`config.mk`:
```
export PLATFORM = sky130hd
export DESIGN_NAME = gpio_wb_rr_arbiter_flat
export DESIGN_NICKNAME = d
export VERILOG_FILES = /design/src/rtl/gpio_wb_rr_arbiter_if.sv /design/src/rtl/gpio_wb_rr_arbiter.sv /design/src/flat_wrapper.sv
export SDC_FILE = /design/constraint.sdc
export NUM_CORES = 1
export LEC_CHECK = 0
export BUFFER_PORTS_ARGS = -buffer_cell sky130_fd_sc_hd__buf_2
export CORE_AREA = 4 4 81 83
export CTS_CLUSTER_SIZE = 20
export DETAILED_ROUTE_END_ITERATION = 8
export DIE_AREA = 0 0 85 87
export PLACE_DENSITY = 0.73
export SYNTH_ARGS = -nofsm -noshare
export SYNTH_HDL_FRONTEND = slang
export SYNTH_SLANG_ARGS = --single-unit
```
`constraint.sdc`:
```
create_clock -name wb_clk_i -period 3.1 [get_ports wb_clk_i]
set_clock_uncertainty 0.05 [all_clocks]
set_input_delay 0.62 -clock wb_clk_i [delete_from_list [all_inputs] [get_ports wb_clk_i]]
set_output_delay 0.62 -clock wb_clk_i [all_outputs]
set_load 0.05 [all_outputs]
```
`src/rtl/gpio_wb_rr_arbiter_if.sv`:
```
// Wishbone bus bundle for gpio_wb_rr_arbiter.
// The master modport faces the NM bus masters and the slave modport faces the shared GPIO slave.
interface gpio_wb_rr_arbiter_if #(
  parameter int NM = 2,
  parameter int AW = 8,
  parameter int DW = 32
);
  logic [NM-1:0]    m_cyc_i;
  logic [NM-1:0]    m_stb_i;
  logic [NM-1:0]    m_we_i;
  logic [NM*AW-1:0] m_adr_i;
  logic [NM*DW-1:0] m_dat_i;
  logic [NM*4-1:0]  m_sel_i;
  logic [DW-1:0]    m_dat_o;
  logic [NM-1:0]    m_ack_o;
  logic [NM-1:0]    m_err_o;

  logic             s_cyc_o;
  logic             s_stb_o;
  logic             s_we_o;
  logic [AW-1:0]    s_adr_o;
  logic [DW-1:0]    s_dat_o;
  logic [3:0]       s_sel_o;
  logic [DW-1:0]    s_dat_i;
  logic             s_ack_i;
  logic             s_err_i;

  modport master (
    input  m_cyc_i, m_stb_i, m_we_i, m_adr_i, m_dat_i, m_sel_i,
    output m_dat_o, m_ack_o, m_err_o
  );

  modport slave (
    output s_cyc_o, s_stb_o, s_we_o, s_adr_o, s_dat_o, s_sel_o,
    input  s_dat_i, s_ack_i, s_err_i
  );
endinterface

```
`src/rtl/gpio_wb_rr_arbiter.sv`:
```
// Round-robin Wishbone arbiter sharing one GPIO slave among NM masters.
// Define GPIO_ARB_WATCHDOG_EN to add a watchdog that errors out transfers stalled for TIMEOUT cycles.
module gpio_wb_rr_arbiter #(
  parameter int NM      = 2,
  parameter int AW      = 8,
  parameter int DW      = 32,
  parameter int TIMEOUT = 16
) (
  input  logic                 wb_clk_i,
  input  logic                 wb_rst_ni,
  gpio_wb_rr_arbiter_if.master m_if,
  gpio_wb_rr_arbiter_if.slave  s_if
);
  localparam int GW = (NM > 1) ? $clog2(NM) : 1;

  if (NM < 2 || TIMEOUT < 2) begin : g_bad_cfg
    $error("gpio_wb_rr_arbiter: NM and TIMEOUT must both be at least 2");
  end

  typedef enum logic {
    IDLE = 1'b0,
    BUSY = 1'b1
  } state_e;

  state_e        state_q, state_d;
  logic [GW-1:0] grant_q, grant_d;
  logic [GW-1:0] last_q, last_d;
  logic [GW-1:0] rr_pick;
  int            rr_best;
  logic          busy;
  logic          wdog_err;

  logic          g_cyc, g_stb, g_we;
  logic [AW-1:0] g_adr;
  logic [DW-1:0] g_dat;
  logic [3:0]    g_sel;

  assign busy = (state_q == BUSY);

  always_comb begin
    g_cyc = m_if.m_cyc_i[grant_q];
    g_stb = m_if.m_stb_i[grant_q];
    g_we  = m_if.m_we_i[grant_q];
    g_adr = m_if.m_adr_i[grant_q*AW +: AW];
    g_dat = m_if.m_dat_i[grant_q*DW +: DW];
    g_sel = m_if.m_sel_i[grant_q*4 +: 4];
  end

  // Requester nearest after last in circular order wins: distance 0 is last+1.
  always_comb begin
    rr_pick = last_q;
    rr_best = NM;
    for (int i = 0; i < NM; i++) begin
      if (m_if.m_cyc_i[i] && (((i + NM - 1 - int'(last_q)) % NM) < rr_best)) begin
        rr_best = (i + NM - 1 - int'(last_q)) % NM;
        rr_pick = GW'(i);
      end
    end
  end

  always_ff @(posedge wb_clk_i or negedge wb_rst_ni) begin
    if (!wb_rst_ni) begin
      state_q <= IDLE;
      grant_q <= '0;
      last_q  <= GW'(NM - 1);
    end else begin
      state_q <= state_d;
      grant_q <= grant_d;
      last_q  <= last_d;
    end
  end

  always_comb begin
    state_d = state_q;
    grant_d = grant_q;
    last_d  = last_q;
    case (state_q)
      IDLE: begin
        if (|m_if.m_cyc_i) begin
          grant_d = rr_pick;
          state_d = BUSY;
        end
      end
      BUSY: begin
        if (!g_cyc) begin
          last_d  = grant_q;
          state_d = IDLE;
        end
      end
      default: state_d = IDLE;
    endcase
  end

  // Strobe is gated by cyc so a stray stb from the granted master never reaches the slave.
  always_comb begin
    s_if.s_cyc_o = 1'b0;
    s_if.s_stb_o = 1'b0;
    s_if.s_we_o  = 1'b0;
    s_if.s_adr_o = '0;
    s_if.s_dat_o = '0;
    s_if.s_sel_o = '0;
    m_if.m_ack_o = '0;
    m_if.m_err_o = '0;
    m_if.m_dat_o = s_if.s_dat_i;
    if (busy) begin
      s_if.s_cyc_o          = g_cyc;
      s_if.s_stb_o          = g_cyc & g_stb;
      s_if.s_we_o           = g_we;
      s_if.s_adr_o          = g_adr;
      s_if.s_dat_o          = g_dat;
      s_if.s_sel_o          = g_sel;
      m_if.m_ack_o[grant_q] = s_if.s_ack_i;
      m_if.m_err_o[grant_q] = s_if.s_err_i | wdog_err;
    end
  end

`ifdef GPIO_ARB_WATCHDOG_EN
  localparam int WW = $clog2(TIMEOUT + 1);

  logic [WW-1:0] wdog_q, wdog_d;
  logic          stalled;

  assign stalled = busy & g_cyc & g_stb & ~s_if.s_ack_i & ~s_if.s_err_i;

  // Counter clears itself on the error cycle, so it never reaches TIMEOUT and never wraps.
  always_comb begin
    wdog_d   = '0;
    wdog_err = 1'b0;
    if (stalled) begin
      if (wdog_q == WW'(TIMEOUT - 1)) begin
        wdog_err = 1'b1;
      end else begin
        wdog_d = wdog_q + 1'b1;
      end
    end
  end

  always_ff @(posedge wb_clk_i or negedge wb_rst_ni) begin
    if (!wb_rst_ni) begin
      wdog_q <= '0;
    end else begin
      wdog_q <= wdog_d;
    end
  end
`else
  assign wdog_err = 1'b0;
`endif

endmodule

```
`src/flat_wrapper.sv`:
```
// flat-port wrapper written by rule: the top's interface ports become plain ports
module gpio_wb_rr_arbiter_flat 
#(
  parameter int NM      = 2,
  parameter int AW      = 8,
  parameter int DW      = 32,
  parameter int TIMEOUT = 16
)
  (wb_clk_i, wb_rst_ni, m_if_m_cyc_i, m_if_m_stb_i, m_if_m_we_i, m_if_m_adr_i, m_if_m_dat_i, m_if_m_sel_i, m_if_m_dat_o, m_if_m_ack_o, m_if_m_err_o, s_if_s_cyc_o, s_if_s_stb_o, s_if_s_we_o, s_if_s_adr_o, s_if_s_dat_o, s_if_s_sel_o, s_if_s_dat_i, s_if_s_ack_i, s_if_s_err_i);
  gpio_wb_rr_arbiter_if #(.NM(NM), .AW(AW), .DW(DW)) m_if_i ();
  gpio_wb_rr_arbiter_if #(.NM(NM), .AW(AW), .DW(DW)) s_if_i ();
  input  logic wb_clk_i;
  input  logic wb_rst_ni;
  input wire logic [$bits(m_if_i.m_cyc_i)-1:0] m_if_m_cyc_i;
  input wire logic [$bits(m_if_i.m_stb_i)-1:0] m_if_m_stb_i;
  input wire logic [$bits(m_if_i.m_we_i)-1:0] m_if_m_we_i;
  input wire logic [$bits(m_if_i.m_adr_i)-1:0] m_if_m_adr_i;
  input wire logic [$bits(m_if_i.m_dat_i)-1:0] m_if_m_dat_i;
  input wire logic [$bits(m_if_i.m_sel_i)-1:0] m_if_m_sel_i;
  output wire logic [$bits(m_if_i.m_dat_o)-1:0] m_if_m_dat_o;
  output wire logic [$bits(m_if_i.m_ack_o)-1:0] m_if_m_ack_o;
  output wire logic [$bits(m_if_i.m_err_o)-1:0] m_if_m_err_o;
  output wire logic [$bits(s_if_i.s_cyc_o)-1:0] s_if_s_cyc_o;
  output wire logic [$bits(s_if_i.s_stb_o)-1:0] s_if_s_stb_o;
  output wire logic [$bits(s_if_i.s_we_o)-1:0] s_if_s_we_o;
  output wire logic [$bits(s_if_i.s_adr_o)-1:0] s_if_s_adr_o;
  output wire logic [$bits(s_if_i.s_dat_o)-1:0] s_if_s_dat_o;
  output wire logic [$bits(s_if_i.s_sel_o)-1:0] s_if_s_sel_o;
  input wire logic [$bits(s_if_i.s_dat_i)-1:0] s_if_s_dat_i;
  input wire logic [$bits(s_if_i.s_ack_i)-1:0] s_if_s_ack_i;
  input wire logic [$bits(s_if_i.s_err_i)-1:0] s_if_s_err_i;
  assign m_if_i.m_cyc_i = m_if_m_cyc_i;
  assign m_if_i.m_stb_i = m_if_m_stb_i;
  assign m_if_i.m_we_i = m_if_m_we_i;
  assign m_if_i.m_adr_i = m_if_m_adr_i;
  assign m_if_i.m_dat_i = m_if_m_dat_i;
  assign m_if_i.m_sel_i = m_if_m_sel_i;
  assign m_if_m_dat_o = m_if_i.m_dat_o;
  assign m_if_m_ack_o = m_if_i.m_ack_o;
  assign m_if_m_err_o = m_if_i.m_err_o;
  assign s_if_s_cyc_o = s_if_i.s_cyc_o;
  assign s_if_s_stb_o = s_if_i.s_stb_o;
  assign s_if_s_we_o = s_if_i.s_we_o;
  assign s_if_s_adr_o = s_if_i.s_adr_o;
  assign s_if_s_dat_o = s_if_i.s_dat_o;
  assign s_if_s_sel_o = s_if_i.s_sel_o;
  assign s_if_i.s_dat_i = s_if_s_dat_i;
  assign s_if_i.s_ack_i = s_if_s_ack_i;
  assign s_if_i.s_err_i = s_if_s_err_i;
  gpio_wb_rr_arbiter #(.NM(NM), .AW(AW), .DW(DW), .TIMEOUT(TIMEOUT)) u_core (.wb_clk_i(wb_clk_i), .wb_rst_ni(wb_rst_ni), .m_if(m_if_i), .s_if(s_if_i));
endmodule
```
==> impl_metrics.tcl <==
set metrics [dict create \
    path_buf_inv 2 \
    drive_gt1_share_pct 58.5 \
    avgRoutedWirePerCell_microns 11.7 \
    synth-main-ff-cell "dfrtp_1" \
    cts_max_path_buffers 2 \
    yosysTopAreaCell "mux2i_1" \
    portBuffers 148 \
    fin_util_pct 29.1 \
    grt_usage_pct 9.49 \
    outcome "complete, no violations" \
    synth_xor_xnor_area_share_pct 0 \
    finalSetupTns_ns 0 \
    ant_nets 0 \
    first_global_vias 1364 \
    drv_slew 0 \
    synthCells 155 \
    worst-path-max-fanout 29 \
    r2r_start "u_core.grant_q" \
    cts_setup_buffers 0 \
    hold_ws_ns 0.147 \
    period_share_pct 82.9 \
    dp.final_hpwl_microns 3320 \
    muxShareOfSynthArea_pct 38.5 \
    netlist-cell-type-count 17 \
    core.rowCount 28 \
    viasPerCell 4.14 \
    rsz0062_at_grt "no" \
    reg2reg_slack_ns 1.46 \
    leakage_nw 1.07 \
    max_slew_margin_pct 46.7 \
    timing.rr.end "u_core.busy" \
    syn_avg_cell_area_sq_um 7.55 \
    crit_path_start_kind "flip-flop" \
    antenna_found_initial 0 \
    cp_slowest_stage_delay_ns 0.82 \
    cts_tree "done" \
    final_cell_area_sq_mm 0.00170 \
    met2_usage_pct 18.6 \
    wl_microns 3990 \
    async_flop_share_pct 100 \
    drtIter0Drc 28 \
    initial_utilization_pct 20.0 \
    cts_resized 0 \
    clock_latency_ns 0.21 \
    synth_top_family_by_area "multiplexers" \
    grt_pass1_wl_microns 5910 \
    diodes 0 \
    synthAdderAreaFrac_pct 0 \
    worst_ir_drop_vdd_uv 429 \
    synth_common_cells "nor2_1 (48), mux2i_1 (45), buf_4 (32), buf_12 (4), clkbuf_1 (4)" \
    hold_viol_final 0 \
    cpMaxStageDelayCell "dfrtp_2" \
    synth_most_common_cell "nor2_1" \
    grt.busiest_layer "met2" \
    crit_arrival_ns 1.90 \
    cts_root_buffer "clkbuf_8" \
    drc 0 \
    crit_family "flip-flops" \
    place_congestion 0.680 \
    dr.pass1.iters 3 \
    ys_ff_latch 3 \
    cap_violations 0 \
    fillers 630 \
    syn_to_final_growth_pct 45.5 \
    tightest_slew_ns 0.798 \
    fin_nets 396 \
    cp.required_ns 2.43 \
    clock.fmax_mhz 389 \
    dpl_cell_area_sq_mm 0.00166 \
    min_period_ns 2.57 \
    syn-cell-area_sq_mm 0.00117 \
    critPathKind "flip-flop to output port" \
    die_y_microns 87 \
    hold_buffers 0 \
    crit_path_start "u_core.grant_q" \
    clock-sinks 3 \
    met3_usage_pct 3.50 \
    yosysWarnings 0 \
    synth_area_leaders "mux2i_1 (39%), buf_4 (21%), nor2_1 (15%)" \
    synth_edf_count 0 \
    reg2regPathDepth 4 \
    syn_nets 285 \
    die_w_microns 85 \
    clk_pin_slew_ns 0.03 \
    cts_made_buffers 3 \
    path_cells "buf_12, mux2i_1, nor2_1, buf_2" \
    io_pins 213 \
    crit_path_end_kind "output port" \
    dieArea_sq_mm 0.00740 \
    synth_compound_area_share_pct 3.32 \
    synth-seq-area-share_pct 6.52 \
    vias 1406 \
    min_path_type "input pin to asynchronous set/reset pin" \
    yosysTopAreaCellShare_pct 38.5 \
    core_sq_mm 0.00585 \
    grt_max_degree 53 \
    power_density_mw_per_mm2 1080 \
    htreeDepth 1 \
    setup_viol 0 \
    yosys.area_share.simple_pct 19.8 \
    use_met1_pct 8.95 \
    grt-ovfl-total 0 \
]
==> flip-flops by register name, indices dropped and copies added, names as in the netlist <==
signal          cells
u_core.grant_q      1
u_core.last_q       1
u_core.busy         1
==> how the worst max path moves through the flow <==
stage               cells past startpoint              end  slack [ns]
floorplan                               3  m_if_m_ack_o[0]        0.62
global placement                        4  s_if_s_sel_o[0]        0.77
detailed placement                      4  s_if_s_sel_o[1]        0.71
CTS                                     4  s_if_s_sel_o[1]        0.48
global route                            4  s_if_s_sel_o[1]        0.39
finish                                  4  s_if_s_sel_o[1]        0.53
==> worst register-to-register path: stages, from the launching register on <==
cell and delay [ns]:
dfrtp_2 0.82, buf_12 0.31, nor2b_1 0.09, a21oi_1 0.16, a21oi_1 0.09
==> per-stage QoR <==
stage,worst slack (ns),std cells,total power [mW]
after floorplan,0.619,155,1.64
after global placement,0.767,336,1.72
after detailed placement,0.709,336,1.75
after CTS,0.479,340,1.87
after global routing,0.393,340,1.96
final,0.530,340,1.84
==> cell usage in the layout, fill, tap and decap left out, drive strengths merged, types with 2 or more instances in the layout <==
| master | netlist | layout |
|---|---|---|
| and3 | 2 | 2 |
| nor2b | 2 | 2 |
| clkbuf | 4 | 4 |
| o21ai | 2 | 2 |
| buf | 39 | 149 |
| nor2 | 48 | 48 |
| dfrtp | 2 | 2 |
| a21oi | 2 | 2 |
| nand2 | 3 | 3 |
| mux2i | 45 | 45 |
| nor3b | 2 | 2 |
==> where the power goes <==
| group | internal [mW] | switching, mW |
|---|---|---|
| Combinational | 0.449 | 1.13 |
| Clock | 0.0876 | 0.0247 |
| Sequential | 0.0609 | 0.0919 |
| Total | 0.598 | 1.25 |
==> per-layer routing <==
| metal | routed length, microns | up-vias |
|---|---|---|
| met5 | 0 | - |
| met4 | 92 | 0 |
| met3 | 560 | 12 |
| met2 | 2130 | 94 |
| met1 | 1210 | 598 |
| li1 | - | 702 |
==> cell type report <==
type | instances | area (sq um) | area share (%)
Tap cell | 75 | 93.8 | 5.51
Clock buffer | 4 | 45.0 | 2.65
Inverter | 1 | 3.75 | 0.221
Multi-Input combinational cell | 108 | 721 | 42.4
Sequential cell | 3 | 77.6 | 4.56
Timing Repair Buffer | 149 | 761 | 44.7
==> cells by family after synthesis <==
family | Yosys count
and+or+nand+nor | 57
muxes | 45
buffers and inverters | 44
AOI/OAI and AO/OA | 6
DFF | 3
(Power assumes the default switching activity.)
